[src/rtl/seg_scan_pkg.sv]
// Shared types and constants for the seven-segment scan controller.
// Segment vectors are ordered {g,f,e,d,c,b,a} and are active-low.
package seg_scan_pkg;

  typedef enum logic {
    BLANK = 1'b0,
    SHOW  = 1'b1
  } scan_state_t;

  localparam logic [6:0] SEG_OFF = 7'h7F;

  // Entry 15 is listed first so that HEX_SEG_TABLE[n] gives the pattern for nibble n.
  localparam logic [15:0][6:0] HEX_SEG_TABLE = {
    7'h0E, 7'h06, 7'h21, 7'h46, 7'h03, 7'h08, 7'h10, 7'h00,
    7'h78, 7'h02, 7'h12, 7'h19, 7'h30, 7'h24, 7'h79, 7'h40
  };

endpackage

[src/rtl/hex7seg_lut.sv]
// Combinational hex nibble to active-low seven-segment pattern lookup.
module hex7seg_lut
  import seg_scan_pkg::*;
(
  input  logic [3:0] nibble,
  output logic [6:0] seg
);

  assign seg = HEX_SEG_TABLE[nibble];

endmodule

[src/rtl/seg_scan_ctrl.sv]
// Time-multiplexed scan controller for an eight-digit seven-segment display.
// Digit data lives in a shadow register that only reloads at the frame wrap,
// so a frame never shows a mix of old and new values.
// Optional decimal-point support is enabled by defining SEG_SCAN_CTRL_DP_EN.
module seg_scan_ctrl
  import seg_scan_pkg::*;
#(
  parameter int DATA_WIDTH   = 3,
  parameter int PRESCALE     = 100000,
  parameter int BLANK_CYCLES = 1000
) (
  input  logic                           clk,
  input  logic                           rst,
  input  logic [4*(2**DATA_WIDTH)-1:0]   digits_in,
  input  logic [(2**DATA_WIDTH)-1:0]     mask_in,
  input  logic                           upd_req,
  output logic                           upd_ack,
  output logic [DATA_WIDTH-1:0]          sel_out,
  output logic                           sel_en,
  output logic [6:0]                     seg_out,
  output logic                           frame_tick
`ifdef SEG_SCAN_CTRL_DP_EN
  ,
  input  logic [(2**DATA_WIDTH)-1:0]     dp_in,
  output logic                           dp_out
`endif
);

  localparam int N  = 2**DATA_WIDTH;
  localparam int PW = $clog2(PRESCALE);
  localparam logic [PW-1:0]         SLOT_LAST  = PW'(PRESCALE - 1);
  localparam logic [PW-1:0]         BLANK_LAST = PW'((BLANK_CYCLES == 0) ? 0 : BLANK_CYCLES - 1);
  localparam logic [DATA_WIDTH-1:0] IDX_LAST   = DATA_WIDTH'(N - 1);

  logic [PW-1:0]         pcnt, pcnt_nxt;
  logic [DATA_WIDTH-1:0] idx, idx_nxt;
  scan_state_t           state, state_nxt;
  logic [4*N-1:0]        shadow_digits, shadow_digits_nxt;
  logic [N-1:0]          shadow_mask, shadow_mask_nxt;
  logic                  slot_end, wrap, load, lit_nxt;
  logic [3:0]            nibble_nxt;
  logic [6:0]            seg_lut;
`ifdef SEG_SCAN_CTRL_DP_EN
  logic [N-1:0]          shadow_dp, shadow_dp_nxt;
`endif

  // Next-state decode; outputs are registered from these next values so they line up with the state registers.
  always_comb begin
    slot_end          = (pcnt == SLOT_LAST);
    wrap              = slot_end && (idx == IDX_LAST);
    load              = wrap && upd_req;
    pcnt_nxt          = slot_end ? '0 : pcnt + PW'(1);
    idx_nxt           = slot_end ? idx + DATA_WIDTH'(1) : idx;
    state_nxt         = state;
    case (state)
      BLANK:   if ((BLANK_CYCLES == 0) || (pcnt == BLANK_LAST)) state_nxt = SHOW;
      SHOW:    if (slot_end && (BLANK_CYCLES != 0)) state_nxt = BLANK;
      default: state_nxt = BLANK;
    endcase
    shadow_digits_nxt = load ? digits_in : shadow_digits;
    shadow_mask_nxt   = load ? mask_in : shadow_mask;
`ifdef SEG_SCAN_CTRL_DP_EN
    shadow_dp_nxt     = load ? dp_in : shadow_dp;
`endif
    nibble_nxt        = shadow_digits_nxt[idx_nxt*4 +: 4];
    lit_nxt           = (state_nxt == SHOW) && shadow_mask_nxt[idx_nxt];
  end

  hex7seg_lut u_lut (
    .nibble (nibble_nxt),
    .seg    (seg_lut)
  );

  // Scan state, shadow registers and all registered outputs.
  always_ff @(posedge clk or posedge rst) begin
    if (rst) begin
      pcnt          <= '0;
      idx           <= '0;
      state         <= BLANK;
      shadow_digits <= '0;
      shadow_mask   <= '0;
      sel_out       <= '0;
      sel_en        <= 1'b0;
      seg_out       <= SEG_OFF;
      upd_ack       <= 1'b0;
      frame_tick    <= 1'b0;
`ifdef SEG_SCAN_CTRL_DP_EN
      shadow_dp     <= '0;
      dp_out        <= 1'b1;
`endif
    end else begin
      pcnt          <= pcnt_nxt;
      idx           <= idx_nxt;
      state         <= state_nxt;
      shadow_digits <= shadow_digits_nxt;
      shadow_mask   <= shadow_mask_nxt;
      sel_out       <= idx_nxt;
      sel_en        <= lit_nxt;
      seg_out       <= lit_nxt ? seg_lut : SEG_OFF;
      upd_ack       <= load;
      frame_tick    <= wrap;
`ifdef SEG_SCAN_CTRL_DP_EN
      shadow_dp     <= shadow_dp_nxt;
      dp_out        <= ~(lit_nxt && shadow_dp_nxt[idx_nxt]);
`endif
    end
  end

endmodule

[config.mk]
export PLATFORM = sky130hd
export DESIGN_NAME = seg_scan_ctrl
export DESIGN_NICKNAME = d
export VERILOG_FILES = /design/src/rtl/seg_scan_pkg.sv /design/src/rtl/hex7seg_lut.sv /design/src/rtl/seg_scan_ctrl.sv
export SDC_FILE = /design/constraint.sdc
export NUM_CORES = 1
export LEC_CHECK = 0
export ABC_AREA = 1
export CELL_PAD_IN_SITES_DETAIL_PLACEMENT = 1
export CELL_PAD_IN_SITES_GLOBAL_PLACEMENT = 1
export CORE_MARGIN = 5
export CORE_UTILIZATION = 41
export CTS_BUF_LIST = sky130_fd_sc_hd__clkbuf_4 sky130_fd_sc_hd__clkbuf_8
export DETAILED_ROUTE_END_ITERATION = 10
export PLACE_DENSITY = 0.82
export SYNTH_ARGS = -nofsm -noshare
export SYNTH_HDL_FRONTEND = slang
export SYNTH_HIERARCHICAL = 1
export SYNTH_SLANG_ARGS = --single-unit
[constraint.sdc]
create_clock -name clk -period 3.8 [get_ports clk]
set_input_delay 0.76 -clock clk [delete_from_list [all_inputs] [get_ports clk]]
set_output_delay 0.76 -clock clk [all_outputs]
set_load 0.02 [all_outputs]
==> results of run 1 <==
## stage by stage
step	total power [mW]	std cells
final	1.47	656
after global routing	1.51	656
after CTS	1.48	656
after detailed placement	0.844	640
after global placement	0.844	640
after floorplan	0.787	481
## critical path: cells and delay by family, from the launching register on
kind          cells  cell delay [ns]
fa+ha+maj         2             0.41
simple gates     14             1.64
buf+inv           5             0.76
flops             1             0.37
## worst max-delay path by stage
stage,cells after the start,startpoint,to
after global routing,21,pcnt[0],seg_out[3]
after floorplan,19,idx[0],seg_out[3]
after CTS,21,pcnt[0],seg_out[0]
after detailed placement,17,upd_req,seg_out[0]
after global placement,17,upd_req,seg_out[0]
final,21,pcnt[0],seg_out[0]
## cell families after synthesis
| logic type | Yosys count | synth area share |
|---|---|---|
| XOR/XNOR | 5 | 0.0117 |
| AO/OA/AOI/OAI | 14 | 0.0246 |
| flip-flops | 71 | 0.475 |
| buffers and inverters | 63 | 0.0746 |
| adder cells (fa/ha/maj) | 10 | 0.0333 |
| AND/OR/NAND/NOR | 318 | 0.381 |
## cells in the final DEF, fill, tap and decap left out
master           synthesis  final
nand2_1                170    170
nand3_1                 90     90
dfrtp_1                 64     64
clkdlybuf4s50_1          0     55
inv_1                   45     44
nor2_1                  26     26
nand2_2                 10     10
ha_1                    10     10
clkbuf_8                 0     10
nand4_1                  9      9
buf_4                    1      8
dfstp_2                  7      7
o21ai_0                  5      5
xor2_1                   5      5
a21oi_1                  4      4
inv_2                    2      3
nor2_2                   3      3
nand3_2                  3      3
clkbuf_4                 0      3
clkinv_2                 1      2
nor3_1                   2      2
nand3_4                  1      1
nor2_8                   1      1
nand2_4                  1      1
nor2_4                   1      1
o41ai_2                  1      1
o41ai_1                  1      1
a2bb2oi_1                1      1
or2_2                    1      1
bufinv_16                0      1
clkinvlp_4               0      1
o21ai_1                  1      1
o21ai_2                  1      1
## flip-flops by register name, indices dropped and copies added (netlist names)
signal / cells
frame_tick: 1
idx: 3
pcnt: 17
seg_out: 7
sel_en: 1
shadow_digits: 32
shadow_mask: 8
state: 1
upd_ack: 1
## metal layers
metal	vias to the layer above	GRT usage
met3	12	0.0318
met5	-	0
met2	62	0.360
met4	0	0.0675
li1	1654	-
met1	1669	0.279
## where the power goes
group	internal (mW)	switching [mW]	total [mW]	leakage, nW
sequential	0.757	0.000630	0.758	0.949
combinational	0.0411	0.0296	0.0706	1.42
clock	0.343	0.294	0.637	0.104
total	1.14	0.324	1.47	2.48
## area by class of cell
cell class                 count  area share
clock inverter                 3     0.00923
multi-input combinational    347       0.367
tap                          111      0.0301
inverter                      48      0.0393
sequential                    71       0.387
clock buffer                  13      0.0347
timing repair buffer          63       0.132
==> impl_metrics.env, run 1 <==
export IMPL_ctsHoldBuffers=0
export IMPL_drv_cap=0
export IMPL_rsz0062_at_grt="no"
export IMPL_dieArea_um2=11200
export IMPL_synth_top_area_cell="dfrtp_1"
export IMPL_cp_required_ns=4.04
export IMPL_multi_input_area_um2=1690
export IMPL_hp_start="shadow_digits[7]"
export IMPL_seq_area_um2=1790
export IMPL_place_ws_ns=0.498
export IMPL_tritoncts="yes"
export IMPL_yosys_warnings=6
export IMPL_synth_edf_count=0
export IMPL_wl_met1_um=5030
export IMPL_syn_area_um2=3760
export IMPL_grt_pass1_vias=3816
export IMPL_cpPeakStageDelay_ns=0.37
export IMPL_maxSlewHeadroom=0.337
export IMPL_hold_end="shadow_digits[7]"
export IMPL_synth_nets=534
export IMPL_max_freq_mhz=301
export IMPL_drtIter0Drc=113
export IMPL_port_buffers=55
export IMPL_ff2ff_setup_slack_ns=0.48
export IMPL_synth_area_per_cell_um2=7.81
export IMPL_vias=3397
export IMPL_worst_hold_path_type="flop to flop"
export IMPL_worst_ep_arrival_time_ns=3.56
export IMPL_highest_layer="met4"
export IMPL_wl_met2_um=5630
export IMPL_routabilityCongestion=0.896
export IMPL_dieWidth_um=106
export IMPL_design_area_um2=4610
export IMPL_grt_usage=0.212
export IMPL_layout_nets=593
export IMPL_post_cts_repair_setup_buffers=0
export IMPL_grt_pass1_wl_um=19000
export IMPL_yosysMostFrequentCell="nand2_1"
export IMPL_crit_top_cell="nand2_1"
export IMPL_wl_per_cell_um=17.1
export IMPL_drc_errors=0
export IMPL_path_cells="ha_1 > nand3_1 > inv_1 > nand3_4 > nor2_8 > nand2_4 > clkinv_2 > nand2_1 > nand3_1 > nand3_1 > nand2_1 > nand2_1 > nand2_1 > inv_1 > ha_1 > inv_1 > nand2_1 > nand3_1 > nand2_1 > inv_1 > nand4_1"
export IMPL_path_class="flop to flop"
export IMPL_antenna_found_initial=0
export IMPL_r2r_start="pcnt[0]"
export IMPL_start_util=0.414
export IMPL_clock_path_buffers=2
export IMPL_fin_ws_ns=0.477
export IMPL_clockRootBuffer="clkbuf_8"
export IMPL_hold_viol=0
export IMPL_power_leakage_nw=2.48
export IMPL_finalSetupTns_ns=0
export IMPL_routed_wl_um=11200
export IMPL_critPathSlowestCell="dfrtp_1"
export IMPL_cts_buffers=9
export IMPL_clock_latency_ns=0.35
export IMPL_area_growth_pct=22.7
export IMPL_clock_skew_ns=0.00903
export IMPL_drtAntennaViolNets=0
export IMPL_cellPowerDensity_nw_per_um2=318
export IMPL_fp_coreArea_um2=9060
export IMPL_gr_total_overflow=0
export IMPL_firstDrtPassIters=4
export IMPL_worstRegToRegCells=21
export IMPL_start_kind="flop"
export IMPL_tightest_slew_ns=0.983
export IMPL_period_minus_slack_ns=3.32
export IMPL_ys_top_cells_by_count="170 x nand2_1, 90 x nand3_1, 64 x dfrtp_1"
export IMPL_critPathMaxFanout=29
export IMPL_rows=35
export IMPL_num_fill_cells=1121
export IMPL_synth_top_cell_area_share=0.426
export IMPL_syn_inst=481
export IMPL_grt_start_max_net_pins=42
export IMPL_ios=56
export IMPL_holdWs_ns=0.474
export IMPL_min_path_cells=2
export IMPL_r2r_end="seg_out[0]"
export IMPL_htree_levels=3
export IMPL_cp_end_kind="flop"
export IMPL_routed_via_density=5.18
export IMPL_synth_cell_types=32
export IMPL_status="finished, final reports clean"
export IMPL_ys_ff_latch=71
export IMPL_slew_violations=0
export IMPL_dr_wl_met3_um=401
export IMPL_ys_flop_type="dfrtp_1"
export IMPL_placed_cell_area_um2=4410
export IMPL_synth_seq_area_share=0.475
export IMPL_finalSetupViolCount=0
export IMPL_fp_dieH_um=106
export IMPL_clk_pin_slew_ns=0.08
export IMPL_synthArstFlopShare=1.00
export IMPL_peakVddDrop_mv=0.157
export IMPL_final_layout_size_suffix_gt1_frac=0.106
export IMPL_diodes=0
export IMPL_period_share=0.875
export IMPL_cts_repair_resized=0
export IMPL_cts_sinks=71
export IMPL_synthTopCellsByArea="dfrtp_1 43%, nand2_1 17%, nand3_1 12%"
export IMPL_final_util=0.509
export IMPL_hpwl_um=8140
No activity file was read; power rests on OpenSTA's default activity.
==> run 2, diff against run 1 <==
PLACE_DENSITY = not set   (was 0.82)
PLACE_DENSITY_LB_ADDON = 0.1   (was not set)
==> run 2 against run 1 <==
Compared with the run above:
- maximum frequency up 0.34%
- cell count fell by 0.30%
- clock power fell by 4.4%
- critical path type unchanged
- highest routed layer unchanged
- sequential share of layout area up 0.084 points
- count of clock-buffer cells in the layout down 3
- non-clock buffer count shrank 2
- via count shrank 2.1%
- register-to-register slack about the same
- utilization is 0.11 points lower
==> impl_metrics.env, run 2 (synthesized netlist as in run 1, its figures left out) <==
export IMPL_maxSlewHeadroom=0.366
export IMPL_fp_dieH_um=106
export IMPL_fp_coreArea_um2=9060
export IMPL_hp_start="shadow_digits[6]"
export IMPL_cp_end_kind="flop"
export IMPL_start_kind="flop"
export IMPL_dieArea_um2=11200
export IMPL_worst_hold_path_type="flop to flop"
export IMPL_diodes=0
export IMPL_drc_errors=0
export IMPL_antenna_found_initial=0
export IMPL_grt_start_max_net_pins=41
export IMPL_clock_latency_ns=0.35
export IMPL_r2r_start="pcnt[11]"
export IMPL_peakVddDrop_mv=0.176
export IMPL_tritoncts="yes"
export IMPL_largest_reg_flops=32
export IMPL_rsz0062_at_grt="no"
export IMPL_routabilityCongestion=0.815
export IMPL_layout_common_cells="170 x nand2_1, 90 x nand3_1, 64 x dfrtp_1"
export IMPL_hpwl_um=7650
export IMPL_met3_usage=0.0355
export IMPL_fin_ws_ns=0.488
export IMPL_grt_pass1_wl_um=17700
export IMPL_top_register="shadow_digits"
export IMPL_slew_violations=0
export IMPL_wl_per_cell_um=15.8
export IMPL_worst_ep_arrival_time_ns=3.55
export IMPL_period_share=0.872
export IMPL_drv_cap=0
export IMPL_grt_met1_usage=0.270
export IMPL_layout_nets=591
export IMPL_largestRegisters="shadow_digits (32), pcnt (17), shadow_mask (8)"
export IMPL_routed_wl_um=10300
export IMPL_worstRegToRegCells=20
export IMPL_cellPowerDensity_nw_per_um2=312
export IMPL_grt_busiest_layer="met2"
export IMPL_r2r_end="seg_out[3]"
export IMPL_htree_levels=3
export IMPL_status="finished, final reports clean"
export IMPL_finalSetupViolCount=0
export IMPL_grt_usage=0.198
export IMPL_dieWidth_um=106
export IMPL_holdWs_ns=0.473
export IMPL_layout_commonest_cell="nand2_1"
export IMPL_ff2ff_setup_slack_ns=0.49
export IMPL_critPathMaxFanout=29
export IMPL_drtIter0Drc=92
export IMPL_start_util=0.414
export IMPL_power_leakage_nw=2.46
export IMPL_tightest_slew_ns=0.941
export IMPL_drtAntennaViolNets=0
export IMPL_grt_pass1_vias=3570
export IMPL_firstDrtPassIters=4
export IMPL_clockRootBuffer="clkbuf_8"
export IMPL_ios=56
export IMPL_max_freq_mhz=302
export IMPL_power_mw=1.44
export IMPL_fin_cells=654
export IMPL_grt_use_met2=0.317
export IMPL_clock_path_buffers=2
export IMPL_seq_area_um2=1790
export IMPL_clock_skew_ns=0.0107
export IMPL_period_minus_slack_ns=3.31
export IMPL_finalSetupTns_ns=0
export IMPL_num_fill_cells=1150
export IMPL_cts_sinks=71
export IMPL_hold_viol=0
export IMPL_cts_buffers=9
export IMPL_rows=35
export IMPL_path_class="flop to flop"
export IMPL_cp_required_ns=4.04
export IMPL_gr_total_overflow=0
export IMPL_area_growth_pct=22.4
export IMPL_multi_input_area_um2=1690
export IMPL_final_layout_size_suffix_gt1_frac=0.103
export IMPL_clk_pin_slew_ns=0.08
export IMPL_hold_end="shadow_digits[6]"
export IMPL_vias=3325
export IMPL_ctsHoldBuffers=0
export IMPL_routed_via_density=5.08
export IMPL_dp_cells=638
export IMPL_min_path_cells=2
export IMPL_place_ws_ns=0.319
export IMPL_port_buffers=55
[run 2: per-stage QoR]
stage               cell area (um^2)   util
global placement                4410  0.486
finish                          4600  0.508
detailed placement              4410  0.486
floorplan                       3760      -
global route                    4600  0.508
CTS                             4600  0.507
[run 2: power breakdown]
group	switching [mW]	internal [mW]	leakage, nW
Combinational	0.0282	0.0417	1.42
Sequential	0.000518	0.757	0.949
Clock	0.301	0.308	0.0917
Total	0.330	1.11	2.46
[run 2: area by class of cell]
cell class / instances / area share
timing repair buffer: 61 / 0.132
tap: 111 / 0.0302
clock buffer: 10 / 0.0286
clock inverter: 6 / 0.0136
multi-input combinational: 347 / 0.368
sequential: 71 / 0.388
inverter: 48 / 0.0397
[run 2: per-layer routing]
layer | part of all wire | wire length, um
met2 | 0.47 | 4850
met3 | 0.032 | 335
met5 | 0 | 0
met1 | 0.47 | 4890
met4 | 0.023 | 240
[run 2: how the worst max path moves through the flow]
stage | cells past startpoint | slack [ns] | start | end
3_5_place_dp | 16 | 0.32 | upd_req | seg_out[2]
4_1_cts | 21 | 0.37 | pcnt[0] | seg_out[3]
5_1_grt | 21 | 0.07 | pcnt[8] | seg_out[3]
6_report | 20 | 0.49 | pcnt[11] | seg_out[3]
3_3_place_gp | 16 | 0.39 | upd_req | seg_out[3]
2_1_floorplan | 19 | 1.10 | idx[0] | seg_out[3]
[run 2: timing repair]
action,4_1_cts,5_1_grt
setup buffers,0,0
setup endpoints to repair,0,1
gates resized for setup,0,1
[run 2: critical path: stages, from the launching register on]
cell	delay (ns)
dfrtp_1	0.43
nor2_1	0.12
nand3_1	0.12
nor2_1	0.21
nand3_4	0.18
nor2_8	0.18
nand2_4	0.16
inv_4	0.31
nand2_1	0.14
nand3_1	0.13
nand3_1	0.08
nand2_1	0.11
nand2_1	0.07
nand2_1	0.32
inv_1	0.20
nand2_1	0.12
nand2_1	0.06
nand2_1	0.06
nand2_1	0.06
inv_1	0.05
nand4_1	0.10
==> run 3, diff against run 2 <==
GPL_TIMING_DRIVEN = 1   (was not set)
==> results of run 3 <==
No change in the layout: final DEF, timing and power equal those of run 2.
